**src/rtl/servo_pwm_multi.sv**
```systemverilog
// servo_pwm_multi: multi-channel servo/ESC PWM generator with a shared frame
// timebase. Each channel's pulse width tracks a clamped per-channel target and
// is slew-limited once per frame at the frame boundary.
module servo_pwm_multi #(
  parameter int unsigned NUM_CH    = 2,
  parameter int unsigned CNT_W     = 21,
  parameter int unsigned PERIOD    = 2000000,
  parameter int unsigned PW_MIN    = 100000,
  parameter int unsigned PW_MID    = 150000,
  parameter int unsigned PW_MAX    = 200000,
  parameter int unsigned RAMP_STEP = 5000
) (
  input  logic                    clk,
  input  logic                    reset,
  input  logic [NUM_CH-1:0]       enable,
  input  logic [NUM_CH*CNT_W-1:0] target,
  output logic [CNT_W-1:0]        count,
  output logic                    frame_tick,
  output logic [NUM_CH*CNT_W-1:0] width,
  output logic [NUM_CH-1:0]       settled,
  output logic [NUM_CH-1:0]       pwm
);

  localparam int unsigned D_W = CNT_W + 1;
  localparam logic [CNT_W-1:0] LAST_V = CNT_W'(PERIOD - 1);
  localparam logic [CNT_W-1:0] MIN_V  = CNT_W'(PW_MIN);
  localparam logic [CNT_W-1:0] MID_V  = CNT_W'(PW_MID);
  localparam logic [CNT_W-1:0] MAX_V  = CNT_W'(PW_MAX);
  localparam logic [CNT_W-1:0] STEP_V = CNT_W'(RAMP_STEP);
  localparam logic signed [D_W-1:0] STEP_S = D_W'(RAMP_STEP);

  // Reject illegal parameter sets at elaboration
  if (!(PW_MIN <= PW_MID && PW_MID <= PW_MAX && PW_MAX < PERIOD &&
        64'(PERIOD) <= (64'd1 << CNT_W))) begin : g_param_check
    $error("servo_pwm_multi: illegal parameter set");
  end

  // ST_IDLE holds the counter at 0 for the first cycle after reset so the
  // first visible frame starts with count==0 and a full pulse.
  typedef enum logic {ST_IDLE, ST_RUN} state_t;

  state_t                    state_q, state_d;
  logic [CNT_W-1:0]          eff [NUM_CH];
  logic [CNT_W-1:0]          tgt;
  logic [CNT_W-1:0]          cur_w;
  logic signed [D_W-1:0]     diff;
  logic [CNT_W-1:0]          count_d;
  logic                      boundary;
  logic [NUM_CH*CNT_W-1:0]   width_d;
  logic [NUM_CH-1:0]         pwm_d;
  logic [NUM_CH-1:0]         settled_d;

  // Effective target: neutral when disabled, otherwise clamped to legal range
  always_comb begin
    tgt = '0;
    for (int i = 0; i < NUM_CH; i++) begin
      tgt    = target[i*CNT_W +: CNT_W];
      eff[i] = MID_V;
      if (enable[i]) begin
        if (tgt < MIN_V)      eff[i] = MIN_V;
        else if (tgt > MAX_V) eff[i] = MAX_V;
        else                  eff[i] = tgt;
      end
    end
  end

  // Next state: counter, boundary slew update, and look-ahead pwm/settled
  always_comb begin
    state_d   = ST_RUN;
    count_d   = '0;
    boundary  = 1'b0;
    width_d   = width;
    pwm_d     = '0;
    settled_d = '0;
    cur_w     = '0;
    diff      = '0;
    case (state_q)
      ST_IDLE: count_d = '0;
      ST_RUN: begin
        if (count == LAST_V) boundary = 1'b1;
        else                 count_d  = count + CNT_W'(1);
      end
      default: count_d = '0;
    endcase
    for (int i = 0; i < NUM_CH; i++) begin
      cur_w = width[i*CNT_W +: CNT_W];
      diff  = $signed({1'b0, eff[i]}) - $signed({1'b0, cur_w});
      if (boundary) begin
        if (RAMP_STEP == 0 || (diff <= STEP_S && diff >= -STEP_S))
          width_d[i*CNT_W +: CNT_W] = eff[i];
        else if (diff > 0)
          width_d[i*CNT_W +: CNT_W] = cur_w + STEP_V;
        else
          width_d[i*CNT_W +: CNT_W] = cur_w - STEP_V;
      end
      pwm_d[i]     = count_d < width_d[i*CNT_W +: CNT_W];
      settled_d[i] = width_d[i*CNT_W +: CNT_W] == eff[i];
    end
  end

  // State register
  always_ff @(posedge clk) begin
    if (reset) state_q <= ST_IDLE;
    else       state_q <= state_d;
  end

  // Output registers
  always_ff @(posedge clk) begin
    if (reset) begin
      count      <= '0;
      frame_tick <= 1'b0;
      width      <= {NUM_CH{MID_V}};
      pwm        <= '0;
      settled    <= '0;
    end else begin
      count      <= count_d;
      frame_tick <= (count_d == '0);
      width      <= width_d;
      pwm        <= pwm_d;
      settled    <= settled_d;
    end
  end

endmodule

```
**config.mk**
```make
export PLATFORM = sky130hd
export DESIGN_NAME = servo_pwm_multi
export DESIGN_NICKNAME = d
export VERILOG_FILES = /design/src/rtl/servo_pwm_multi.sv
export SDC_FILE = /design/constraint.sdc
export NUM_CORES = 1
export LEC_CHECK = 0
export BUFFER_PORTS_ARGS = -buffer_cell sky130_fd_sc_hd__buf_4
export CAP_MARGIN = 10
export CELL_PAD_IN_SITES_DETAIL_PLACEMENT = 1
export CELL_PAD_IN_SITES_GLOBAL_PLACEMENT = 2
export CORE_MARGIN = 3
export CORE_UTILIZATION = 36
export DETAILED_ROUTE_END_ITERATION = 12
export PLACE_DENSITY_LB_ADDON = 0.1
export SLEW_MARGIN = 20
export SYNTH_ARGS = -nofsm -noshare
export SYNTH_HDL_FRONTEND = slang
export SYNTH_SLANG_ARGS = --single-unit
```
**constraint.sdc**
```tcl
create_clock -name clk -period 10.9 [get_ports clk]
set_clock_uncertainty 0.15 [all_clocks]
set_input_delay 0.545 -clock clk [delete_from_list [all_inputs] [get_ports clk]]
set_output_delay 0.545 -clock clk [all_outputs]
set_load 0.005 [all_outputs]
```
==> flow_summary.rst, run 1 <==
.. list-table::
   :header-rows: 1

   * - Metric
     - Value
   * - Type of the worst min-delay path
     - reg2reg
   * - Die ar.
     - approximately 31000 µm²
   * - Hold path cells
     - 2
   * - Crit path DAT
     - 9.65 ns
   * - Critical Path Fanout Max
     - 12
   * - Min Hold Slack
     - 0.476 ns
   * - Post-layout total power
     - 836 µW
   * - Shortest clock period the worst path allows after layout
     - 9.57 ns
   * - Violation count after the first detailed-route iteration
     - about 580
   * - Initial DRT Pass Iterations
     - 5
   * - Required time of the critical path
     - 10.98 ns
   * - Final Max Tran Viols
     - 0
   * - Slew of the pin with the lowest slew margin
     - 0.737 ns
   * - Fraction of post-synthesis cell area in the top cell type by area
     - between 10 and 15%
   * - P_sw
     - roughly 290 µW
   * - Sequential power share
     - 30.5%
   * - Via count of the first global-routing pass
     - between 10000 and 15000
   * - Fraction of power spent switching nets
     - 34.7%
   * - Post-synthesis async set-or-reset flop share
     - 0%
   * - CTS Hold Bufs
     - 0
   * - Seq cells post-synth
     - 69
   * - Fin nets
     - 1623
   * - Biggest area contributors in the synthesized netlist
     - sky130_fd_sc_hd__ha_1 14%, sky130_fd_sc_hd__dfxtp_1 13%, sky130_fd_sc_hd__xnor2_1 6.5%
   * - Cell internal power dissipation
     - 546 µW
   * - Fmax
     - 104 MHz
   * - Post-CTS setup repair buffer count
     - 0
   * - Via Count
     - 10681
   * - Clk slew on worst S/H paths
     - 0.06 ns
   * - Count of endpoints failing hold in the final timing report
     - 0
   * - Post-Syn Area
     - 10300 µm²
   * - Cell occurring most often along the worst timing path
     - sky130_fd_sc_hd__ha_1
   * - Relative slew slack
     - between 50% and 60%
   * - Count of distinct cell types in the synthesized netlist
     - 99
   * - Type of origin of the critical path
     - input pin
   * - Max stage delay on crit path
     - 0.66 ns
   * - Synthesis-to-layout area growth
     - 14.2%
   * - Overall die height
     - 175 µm
   * - Total I/O pin count
     - 114
   * - Ys flop type
     - sky130_fd_sc_hd__dfxtp_1
   * - Final setup viols
     - 0
   * - Number of buffers inserted during clock tree synthesis
     - 9
   * - Footprint of the flip-flops and latches
     - between 1000 and 1500 µm²
   * - Total area of multi-input combinational cells
     - 8420 µm²
   * - Leftover overflow at the end of global routing
     - 0
   * - Post-placement cell area
     - 11500 µm²
   * - Count of fill cells added during filler insertion
     - approximately 3500
   * - Setup crit end kind
     - register
   * - Number of antenna-violating nets in the routed design
     - 0
   * - RSZ-0062 raised after global routing
     - no
   * - Final Routed Wirelength
     - between 30000 and 40000 µm
   * - Number of buffers added on ports
     - 113
   * - Sequential cell area fraction in the yosys report
     - 13.4%
   * - Cells after Synth
     - 1367
   * - Core area
     - 28000 µm²
   * - Antenna Diode Count
     - 0
   * - Total leakage power
     - 0.00509 µW
   * - GRT Util Overall
     - 25.0%
   * - Finished layout cell area
     - 11800 µm²
   * - Final weighted congestion in routability-driven placement
     - roughly 0.9
   * - Number of cells upsized or downsized after cts
     - 0
   * - FF-to-FF path depth
     - 30
   * - Pin count of the biggest net entering global routing
     - 55
   * - Routed wire length per instance
     - 21.2 µm
   * - Share of final-layout standard cells stronger than drive strength 1
     - between 10% and 20%
   * - Slowest cell on the critical path
     - sky130_fd_sc_hd__a2111oi_0
   * - Count of yosys warnings during synthesis
     - 0
   * - Clock tree from TritonCTS
     - built
   * - Class of the most critical setup path
     - in2reg
   * - Clock insertion delay at the later pin of the skew report
     - 0.35 ns
   * - H-tree lvl count
     - 3
   * - Clock power frac
     - between 30% and 40%
   * - Root Driver
     - sky130_fd_sc_hd__clkbuf_16
   * - Clock tree sinks
     - 69
   * - Via count normalized by instance count
     - 5.80
   * - Post-synthesis average cell area
     - 7.55 µm²
   * - Final worst-path cycle share
     - 87.8%
   * - Antenna violations before repair
     - 0
   * - Initial Utilization
     - between 30% and 40%
   * - DRC Markers
     - 0
   * - Outcome
     - finished, final reports clean
   * - Total Negative Setup Slacks
     - 0 ns
   * - Power share of the combinational group
     - between 30% and 40%
   * - Max-cap check violation count
     - 0
   * - Die Span X
     - 175 µm
   * - Post-synth EDFFs
     - 0
   * - Peak supply drop
     - 56.5 µV
   * - First-pass GRT wire length
     - around 60000 µm
   * - Total power per unit cell area
     - 70.9 nW/µm²
   * - Placement row count
     - 61
   * - CTS Buffer Depth
     - 2
   * - Cell taking the most area after synthesis
     - sky130_fd_sc_hd__ha_1
   * - Half-perimeter wire length after placement
     - 32200 µm
## critical path, delay by kind of cell
| family | cells | cell delay [ns] |
|---|---|---|
| and+or+nand+nor | 11 | 3.07 |
| xor gates and xnor gates | 1 | 0.31 |
| buffers and inverters | 3 | 0.73 |
| AOI/OAI and AO/OA | 16 | 4.14 |
| adders and majority gates | 3 | 0.84 |
## synthesized netlist by cell type (6+ instances only)
| cell type | n |
|---|---|
| sky130_fd_sc_hd__o2111ai_1 | 13 |
| sky130_fd_sc_hd__mux2i_1 | 38 |
| sky130_fd_sc_hd__or2_2 | 8 |
| sky130_fd_sc_hd__a211o_1 | 9 |
| sky130_fd_sc_hd__nand3_1 | 40 |
| sky130_fd_sc_hd__a21oi_1 | 94 |
| sky130_fd_sc_hd__dfxtp_1 | 69 |
| sky130_fd_sc_hd__o22ai_1 | 6 |
| sky130_fd_sc_hd__a2111oi_0 | 7 |
| sky130_fd_sc_hd__nor2b_1 | 13 |
| sky130_fd_sc_hd__a211oi_1 | 13 |
| sky130_fd_sc_hd__inv_1 | 83 |
| sky130_fd_sc_hd__ha_1 | 115 |
| sky130_fd_sc_hd__o211ai_1 | 12 |
| sky130_fd_sc_hd__o21a_1 | 26 |
| sky130_fd_sc_hd__and3_1 | 13 |
| sky130_fd_sc_hd__or3_1 | 8 |
| sky130_fd_sc_hd__nand2_1 | 100 |
| sky130_fd_sc_hd__nor3_1 | 65 |
| sky130_fd_sc_hd__nor4_1 | 19 |
| sky130_fd_sc_hd__nand4_1 | 25 |
| sky130_fd_sc_hd__nor2_1 | 113 |
| sky130_fd_sc_hd__xnor2_1 | 77 |
| sky130_fd_sc_hd__mux2_2 | 12 |
| sky130_fd_sc_hd__a21o_1 | 42 |
| sky130_fd_sc_hd__nand2b_1 | 16 |
| sky130_fd_sc_hd__o21ai_0 | 65 |
| sky130_fd_sc_hd__and2_1 | 22 |
| sky130_fd_sc_hd__buf_2 | 8 |
| sky130_fd_sc_hd__buf_6 | 6 |
| sky130_fd_sc_hd__clkbuf_1 | 28 |
| sky130_fd_sc_hd__a31oi_1 | 22 |
| sky130_fd_sc_hd__xor2_1 | 40 |
## kinds of logic after synthesis
logic type,synth area share (%)
multiplexers,5.35
adder cells (fa/ha/maj),14.7
buffers and inverters,5.29
AND/OR/NAND/NOR,23.9
flip-flops,13.4
other,0.0363
AO/OA/AOI/OAI,27.4
XOR/XNOR,9.92
## path summary, 6_finish.rpt
path	end	slack, ns	from
worst max-delay path	pwm[0]	1.33	target[15]
worst min-delay path	count[5]	0.48	count[5]
worst max register to register	pwm[0]	2.81	width[0]
worst min register to register	count[5]	0.48	count[5]
## layout make-up
| type | instances | share of cell area, % |
|---|---|---|
| multi-input combinational | 1173 | 71.4 |
| inverter | 83 | 2.64 |
| clock buffer | 10 | 1.94 |
| clock inverter | 6 | 0.541 |
| sequential | 69 | 11.7 |
| timing repair buffer | 122 | 7.77 |
| tap | 378 | 4.01 |
## registers in the layout, indices dropped and copies added, names as in the netlist
| signal | cells |
|---|---|
| frame_tick | 1 |
| pwm | 2 |
| width | 42 |
| settled | 2 |
| state_q | 1 |
| count | 21 |
## cell usage in the layout, fill, tap and decap left out, types with 9 or more instances in the layout
cell / count
sky130_fd_sc_hd__mux2i_1: 38
sky130_fd_sc_hd__nor3_1: 65
sky130_fd_sc_hd__dfxtp_1: 69
sky130_fd_sc_hd__xor2_1: 40
sky130_fd_sc_hd__a211o_1: 9
sky130_fd_sc_hd__ha_1: 115
sky130_fd_sc_hd__nor2_1: 113
sky130_fd_sc_hd__xnor2_1: 77
sky130_fd_sc_hd__o211ai_1: 12
sky130_fd_sc_hd__a211oi_1: 13
sky130_fd_sc_hd__mux2_2: 12
sky130_fd_sc_hd__o21ai_0: 65
sky130_fd_sc_hd__nand2_1: 100
sky130_fd_sc_hd__nand3_1: 40
sky130_fd_sc_hd__a21oi_1: 94
sky130_fd_sc_hd__o2111ai_1: 13
sky130_fd_sc_hd__buf_4: 122
sky130_fd_sc_hd__a21o_1: 42
sky130_fd_sc_hd__and2_1: 21
sky130_fd_sc_hd__clkbuf_16: 9
sky130_fd_sc_hd__nand4_1: 25
sky130_fd_sc_hd__and3_1: 13
sky130_fd_sc_hd__o21a_1: 26
sky130_fd_sc_hd__nor4_1: 19
sky130_fd_sc_hd__nand2b_1: 16
sky130_fd_sc_hd__inv_1: 83
sky130_fd_sc_hd__nor2b_1: 13
sky130_fd_sc_hd__a31oi_1: 22
## per-layer routing
layer | wire (µm) | track usage [%]
met1 | 18000 | 32.3
met3 | 1270 | 3.00
met4 | 616 | 5.39
met2 | 19200 | 44.8
met5 | 0 | 0
## power groups by stage
stage	clock network [µW]	logic, µW	registers (µW)
after floorplan	0	204	260
after global routing	316	315	255
after detailed placement	0	281	261
after CTS	305	283	255
after global placement	0	280	261
final	297	284	255
## stage by stage
stage               setup WS, ns  instances  utilization, %
floorplan                   2.88       1372               -
global placement            1.07       1825            41.1
detailed placement         0.995       1825            41.1
CTS                         1.30       1841            42.1
global route               0.624       1841            42.1
finish                      1.33       1841            42.1
No activity file was read; power rests on OpenSTA's default activity.
==> run 2, diff against run 1 <==
RECOVER_POWER = 100   (was unset)
==> run 2 against run 1 <==
The run now ends with max-capacitance violations, max-slew violations left. Critical path depth unchanged. Register-to-register slack lost 0.16 ns. Fmax fell by 2.4%. Non-clock buffer count is the same. Combinational power is essentially flat. Sequential power hardly changed. Sequential share of layout area increased by 0.11 points. Final area decreased by 0.94%. Cell count stayed put. Highest routed layer unchanged.
==> flow_summary.rst, run 2 (synthesis gave the netlist of run 1 again) <==
.. list-table::
   :header-rows: 1

   * - Metric
     - Value
   * - Clock tree sinks
     - 69 (unchanged)
   * - Final Routed Wirelength
     - 39100 µm (about the same)
   * - Via Count
     - 10689 (+0.075%)
   * - CTS Buffer Depth
     - 2 (unchanged)
   * - FF-to-FF path depth
     - 30 (unchanged)
   * - Fraction of met1 tracks used by global routing
     - 32.3% (unchanged)
   * - Outcome
     - complete, but fails checks
   * - R2R setup slack
     - 2.65 ns (-0.16 ns)
   * - Clock insertion delay at the later pin of the skew report
     - 0.35 ns (about the same)
   * - RSZ-0062 raised after global routing
     - no
   * - Critical Path Fanout Max
     - 12 (unchanged)
   * - Final weighted congestion in routability-driven placement
     - 0.922 (unchanged)
   * - Shortest clock period the worst path allows after layout
     - 9.80 ns (+0.232 ns)
   * - Footprint of the flip-flops and latches
     - 1380 µm² (unchanged)
   * - Cell occurring most often along the worst timing path
     - sky130_fd_sc_hd__ha_1
   * - Commonest cells after routing, fill and taps aside
     - 115 x sky130_fd_sc_hd__ha_1, 113 x sky130_fd_sc_hd__nor2_1, 100 x sky130_fd_sc_hd__nand2_1
   * - Fin nets
     - 1623 (unchanged)
   * - Count of endpoints failing hold in the final timing report
     - 0 (unchanged)
   * - Initial Utilization
     - 36.9% (unchanged)
   * - Antenna Diode Count
     - 0 (unchanged)
   * - Antenna violations before repair
     - 0 (unchanged)
   * - Final worst-path cycle share
     - 89.9% (+2.1 points)
   * - Synthesis-to-layout area growth
     - 13.1%
   * - FF-to-FF End
     - pwm[0]
   * - Via count normalized by instance count
     - 5.81 (about the same)
   * - Via count of the first global-routing pass
     - 10938 (unchanged)
   * - GRT Util Overall
     - 25.0% (unchanged)
   * - Violations in the final reports
     - max-capacitance violations, max-slew violations
   * - H-tree lvl count
     - 3 (unchanged)
   * - Clk slew on worst S/H paths
     - 0.06 ns (about the same)
   * - Count of fill cells added during filler insertion
     - 3518 (+0.46%)
   * - Global-route met2 utilization
     - 44.8% (unchanged)
   * - Critical Path Sink
     - pwm[0]
   * - Total I/O pin count
     - 114 (unchanged)
   * - Type of origin of the critical path
     - input pin
   * - Slowest cell on the critical path
     - sky130_fd_sc_hd__a2111oi_0
   * - Clock tree from TritonCTS
     - built
   * - GR Layer Usage met3
     - 3.00% (unchanged)
   * - Placement row count
     - 61 (unchanged)
   * - Max reg flops
     - 42 (unchanged)
   * - Max-cap check violation count
     - 4 (+4)
   * - Crit path DAT
     - 9.88 ns (+0.23 ns)
   * - CTS Hold Bufs
     - 0 (unchanged)
   * - Pin count of the biggest net entering global routing
     - 55 (unchanged)
   * - Critical path startpoint
     - target[15]
   * - Biggest registers after layout
     - width x42, count x21
   * - Routed wire length per instance
     - 21.2 µm (about the same)
   * - Die Span X
     - 175 µm (unchanged)
   * - Total Negative Setup Slacks
     - 0 ns (unchanged)
   * - Number of antenna-violating nets in the routed design
     - 0 (unchanged)
   * - Total leakage power
     - 0.00499 µW (-1.9%)
   * - Share of final-layout standard cells stronger than drive strength 1
     - 11.6% (-1.4 points)
   * - Die ar.
     - 30800 µm² (unchanged)
   * - Post-placement cell area
     - 11500 µm² (unchanged)
   * - Core area
     - 28000 µm² (unchanged)
   * - Most flop-heavy register
     - width
   * - Violation count after the first detailed-route iteration
     - 571 (-1.2%)
   * - Final setup viols
     - 0 (unchanged)
   * - Total power per unit cell area
     - 71.3 nW/µm² (+0.50%)
   * - Launch point of the worst reg-to-reg path
     - width[0]
   * - Commonest non-fill, non-tap cell in the layout
     - sky130_fd_sc_hd__ha_1
   * - Number of cells upsized or downsized after cts
     - 0 (unchanged)
   * - Fmax
     - 102 MHz (-2.4%)
   * - DRC Markers
     - 0 (unchanged)
   * - Half-perimeter wire length after placement
     - 32200 µm (unchanged)
   * - Busiest layer in global routing
     - met2
   * - Crit path buffers/inverters
     - 3 (unchanged)
   * - Peak supply drop
     - 56.1 µV (-0.71%)
   * - Initial DRT Pass Iterations
     - 5 (unchanged)
   * - Kind of cell adding the most delay to the critical path
     - compound AO/OA/AOI/OAI gates
   * - Total number of cells along the worst setup path
     - 34 (unchanged)
   * - Finished layout cell area
     - 11700 µm² (-0.94%)
   * - Required time of the critical path
     - 10.97 ns (about the same)
   * - Type of the worst min-delay path
     - reg2reg
   * - Number of buffers inserted during clock tree synthesis
     - 9 (unchanged)
   * - First-pass GRT wire length
     - 61600 µm (unchanged)
   * - Relative slew slack
     - -85.4% (-140 points)
   * - Slew of the pin with the lowest slew margin
     - 2.78 ns (+2.04 ns)
   * - Final Max Tran Viols
     - 131 (+131)
   * - Leftover overflow at the end of global routing
     - 0 (unchanged)
   * - Post-CTS setup repair buffer count
     - 0 (unchanged)
   * - Overall die height
     - 175 µm (unchanged)
   * - Class of the most critical setup path
     - in2reg
   * - Root Driver
     - sky130_fd_sc_hd__clkbuf_16
   * - Number of buffers added on ports
     - 113 (unchanged)
   * - Max stage delay on crit path
     - 0.65 ns (about the same)
   * - Setup crit end kind
     - register
   * - Total area of multi-input combinational cells
     - 8360 µm² (-0.65%)
run 2: cell count changes in the layout (fill, tap and decap cells not counted), moves of 2 or more:
cell / before / now
sky130_fd_sc_hd__clkbuf_1: 1 / 16
sky130_fd_sc_hd__and2_1: 21 / 19
sky130_fd_sc_hd__and2_0: 0 / 2
sky130_fd_sc_hd__buf_4: 122 / 48
sky130_fd_sc_hd__clkbuf_4: 0 / 59
sky130_fd_sc_hd__a21boi_1: 3 / 1
sky130_fd_sc_hd__a21boi_0: 1 / 3
run 2: where the power goes:
part / total [µW] / internal, µW / leakage [µW] / switching [µW]
sequential: 255 / 253 / 0.000558 / 1.40
clock: 297 / 177 / 0.000138 / 120
combinational: 281 / 114 / 0.00430 / 167
run 2: worst min-delay path, stage by stage (launching register included):
cell and delay [ns]:
sky130_fd_sc_hd__dfxtp_1 0.35, sky130_fd_sc_hd__xor2_1 0.09, sky130_fd_sc_hd__nor3_1 0.13
run 2: stage by stage:
step	util [%]	setup slack [ns]	power [µW]	hold WS, ns	instances
after floorplan	-	2.88	464	0.383	1372
after global placement	41.1	1.07	540	0.448	1825
after detailed placement	41.1	0.995	541	0.467	1825
after CTS	42.1	1.30	842	0.483	1841
after global routing	41.7	0.315	883	0.529	1841
final	41.7	1.10	833	0.479	1841
run 2: final cells by class:
cell class                      instances  area share (%)
Clock buffer                           10            1.96
Timing Repair Buffer                  122            7.36
Multi-Input combinational cell       1173            71.6
Sequential cell                        69            11.8
Inverter                               83            2.67
Tap cell                              378            4.05
Clock inverter                          6           0.546
run 2: worst min path at each step:
stage                          from  slack [ns]  cells past startpoint         to
after floorplan           width[26]        0.38                      1  width[26]
after global placement     count[5]        0.45                      2   count[5]
after detailed placement   count[5]        0.47                      2   count[5]
after CTS                  count[5]        0.48                      2   count[5]
after global routing      count[13]        0.53                      2  count[13]
final                      count[5]        0.48                      2   count[5]
run 2: per-layer routing:
metal	up-vias	part of all wire, %
li1	5256	-
met1	5207	46
met2	189	49
met3	37	3.6
met4	0	1.7
met5	-	0
==> run 3, diff against run 2 <==
CORE_MARGIN = 2   (was 3)
RECOVER_POWER = 50   (was 100)
==> run 3 against run 2 <==
The flow still finishes with violations (max-capacitance violations, max-slew violations). Utilization fell by 0.31 points. Sequential power barely moved. Final area rose by 0.88%. Global-route usage rose by 0.80 points. Sequential share of layout area fell by 0.10 points. Combinational power rose by 2%. Sequential cell count did not move. Power rose by 1.4%. Non-clock buffer count fell by 1. Via count rose by 0.20%. Count of clock-buffer cells in the layout rose by 1. Die area fell by 2.3%.
==> flow_summary.rst, run 3 (synthesis gave the netlist of run 1 again) <==
.. list-table::
   :header-rows: 1

   * - Metric
     - Value
   * - Antenna violations before repair
     - 0 (unchanged)
   * - Fin nets
     - 1622 (-0.062%)
   * - Finished Layout Cells
     - 1846 (+0.27%)
   * - Total power per unit cell area
     - 71.6 nW/µm² (+0.54%)
   * - Share of final-layout standard cells stronger than drive strength 1
     - 12.8% (+1.2 points)
   * - H-tree lvl count
     - 3 (unchanged)
   * - Outcome
     - complete, but fails checks
   * - Synthesis-to-layout area growth
     - 14.1%
   * - Total I/O pin count
     - 114 (unchanged)
   * - Clock power frac
     - 35.9% (+0.3 points)
   * - Worst-case setup margin in the final layout
     - 1.57 ns (+0.474 ns)
   * - First-pass GRT wire length
     - 61700 µm (+0.16%)
   * - Type of origin of the critical path
     - input pin
   * - FF-to-FF End
     - pwm[0]
   * - Footprint of the flip-flops and latches
     - 1380 µm² (unchanged)
   * - Max-cap check violation count
     - 1 (-3)
   * - Final weighted congestion in routability-driven placement
     - 0.905 (-1.9%)
   * - Number of buffers inserted during clock tree synthesis
     - 9 (unchanged)
   * - Relative slew slack
     - -94.7% (-9.3 points)
   * - R2R setup slack
     - 3.02 ns (+0.37 ns)
   * - Core area
     - 28500 µm² (+1.6%)
   * - Required time of the critical path
     - 10.97 ns (about the same)
   * - Cell occurring most often along the worst timing path
     - sky130_fd_sc_hd__ha_1
   * - Biggest registers after layout
     - width x42, count x21
   * - Pin count of the biggest net entering global routing
     - 55 (unchanged)
   * - Total area of multi-input combinational cells
     - 8420 µm² (+0.66%)
   * - Hold path cells
     - 2 (unchanged)
   * - Fin util
     - 41.4% (-0.31 points)
   * - Fmax
     - 107 MHz (+5.1%)
   * - Root Driver
     - sky130_fd_sc_hd__clkbuf_16
   * - Clk slew on worst S/H paths
     - 0.06 ns (about the same)
   * - Overall die height
     - 173 µm (-1.1%)
   * - Post-CTS setup repair buffer count
     - 0 (unchanged)
   * - Via count of the first global-routing pass
     - 10956 (+0.16%)
   * - Worst hold path startpoint
     - count[5]
   * - Slowest cell on the critical path
     - sky130_fd_sc_hd__a2111oi_0
   * - Violation count after the first detailed-route iteration
     - 421 (-26%)
   * - Commonest cells after routing, fill and taps aside
     - 115 x sky130_fd_sc_hd__ha_1, 113 x sky130_fd_sc_hd__nor2_1, 100 x sky130_fd_sc_hd__nand2_1
   * - Via count normalized by instance count
     - 5.80 (about the same)
   * - Final worst-path cycle share
     - 85.6% (-4.4 points)
   * - Critical Path Fanout Max
     - 12 (unchanged)
   * - CTS Hold Bufs
     - 0 (unchanged)
   * - Setup crit end kind
     - register
   * - Fraction of power spent switching nets
     - 35.2% (+0.63 points)
   * - Final Max Tran Viols
     - 55 (-58%)
   * - Sequential power share
     - 30.2% (-0.4 points)
   * - P_sw
     - 297 µW (+3.3%)
   * - Number of antenna-violating nets in the routed design
     - 0 (unchanged)
   * - Clock tree sinks
     - 69 (unchanged)
   * - Max stage delay on crit path
     - 0.65 ns (about the same)
   * - Total Negative Setup Slacks
     - 0 ns (unchanged)
   * - Crit path DAT
     - 9.40 ns (-0.48 ns)
   * - Clock tree from TritonCTS
     - built
   * - Via Count
     - 10710 (+0.20%)
   * - Half-perimeter wire length after placement
     - 32300 µm (+0.50%)
   * - RSZ-0062 raised after global routing
     - no
   * - Count of fill cells added during filler insertion
     - 3605 (+2.5%)
   * - Most flop-heavy register
     - width
   * - Routed wire length per instance
     - 21.2 µm (-0.19%)
   * - Placement row count
     - 62 (+1.6%)
   * - Die ar.
     - 30100 µm² (-2.3%)
   * - GRT Util Overall
     - 25.8% (+0.80 points)
   * - Number of cells upsized or downsized after cts
     - 0 (unchanged)
   * - Antenna Diode Count
     - 0 (unchanged)
   * - Total leakage power
     - 0.00505 µW (+1.1%)
   * - CTS Buffer Depth
     - 2 (unchanged)
   * - Class of the most critical setup path
     - in2reg
   * - Clock insertion delay at the later pin of the skew report
     - 0.35 ns (about the same)
   * - Final Routed Wirelength
     - 39100 µm (about the same)
   * - Violations in the final reports
     - max-capacitance violations, max-slew violations
   * - Type of the worst min-delay path
     - reg2reg
   * - Shortest clock period the worst path allows after layout
     - 9.33 ns (-0.474 ns)
   * - Count of endpoints failing hold in the final timing report
     - 0 (unchanged)
   * - Die Span X
     - 173 µm (-1.1%)
   * - Number of buffers added on ports
     - 113 (unchanged)
   * - Cell internal power dissipation
     - 547 µW (+0.45%)
   * - Commonest non-fill, non-tap cell in the layout
     - sky130_fd_sc_hd__ha_1
   * - Worst Setup Slack post-DPL
     - 1.26 ns (+0.262 ns)
   * - Initial DRT Pass Iterations
     - 5 (unchanged)
   * - Leftover overflow at the end of global routing
     - 0 (unchanged)
   * - End of the worst hold path
     - count[5]
   * - DRC Markers
     - 0 (unchanged)
   * - Final setup viols
     - 0 (unchanged)
   * - Slew of the pin with the lowest slew margin
     - 2.92 ns (+0.140 ns)
   * - Launch point of the worst reg-to-reg path
     - width[0]
   * - Initial Utilization
     - 36.3% (-0.59 points)
   * - Max reg flops
     - 42 (unchanged)
   * - Peak supply drop
     - 73.5 µV (+31%)
   * - FF-to-FF path depth
     - 30 (unchanged)
   * - Placed cells
     - 1830 (+0.27%)
   * - Power share of the combinational group
     - 33.9% (about the same)
[run 3: worst max-delay path, delay by kind of cell]
family / cells / cell delay, ns
AOI/OAI and AO/OA: 16 / 4.02
xor gates and xnor gates: 1 / 0.32
and+or+nand+nor: 11 / 2.97
buffers and inverters: 3 / 0.66
adders and majority gates: 3 / 0.84
[run 3: worst max path at each step]
| stage | depth (start not counted) | end | from |
|---|---|---|---|
| 3_5_place_dp | 34 | pwm[0] | target[15] |
| 2_1_floorplan | 32 | pwm[0] | target[15] |
| 6_report | 34 | pwm[0] | target[15] |
| 5_1_grt | 34 | pwm[0] | target[15] |
| 3_3_place_gp | 34 | pwm[0] | target[15] |
| 4_1_cts | 34 | pwm[0] | target[15] |
[run 3: power groups by stage]
stage	Clock (µW)	Combinational [µW]	Sequential, µW
after floorplan	0	204	260
after global placement	0	282	261
after detailed placement	0	284	261
after CTS	310	286	255
after global routing	320	316	255
final	303	286	255
[run 3: per-layer routing]
layer	routed length, µm	up-vias	GRT usage [%]	part of all wire (%)
met5	0	-	0	0
met4	1310	0	8.76	3.3
met3	1390	74	3.09	3.5
met2	19000	207	46.1	48
met1	17500	5160	32.1	45
li1	-	5269	-	-
[run 3: layout make-up]
| type | count | share of cell area [%] |
|---|---|---|
| clock inverter | 5 | 0.499 |
| inverter | 83 | 2.64 |
| timing repair buffer | 121 | 7.64 |
| tap | 384 | 4.08 |
| sequential | 69 | 11.7 |
| clock buffer | 11 | 1.97 |
| multi-input combinational | 1173 | 71.4 |
[run 3: through the flow]
step	cell area, µm²	hold WS, ns	power (µW)
4_1_cts	11800	0.478	850
2_1_floorplan	10300	0.383	464
5_1_grt	11800	0.523	891
3_3_place_gp	11500	0.450	542
3_5_place_dp	11500	0.460	544
6_report	11800	0.467	844
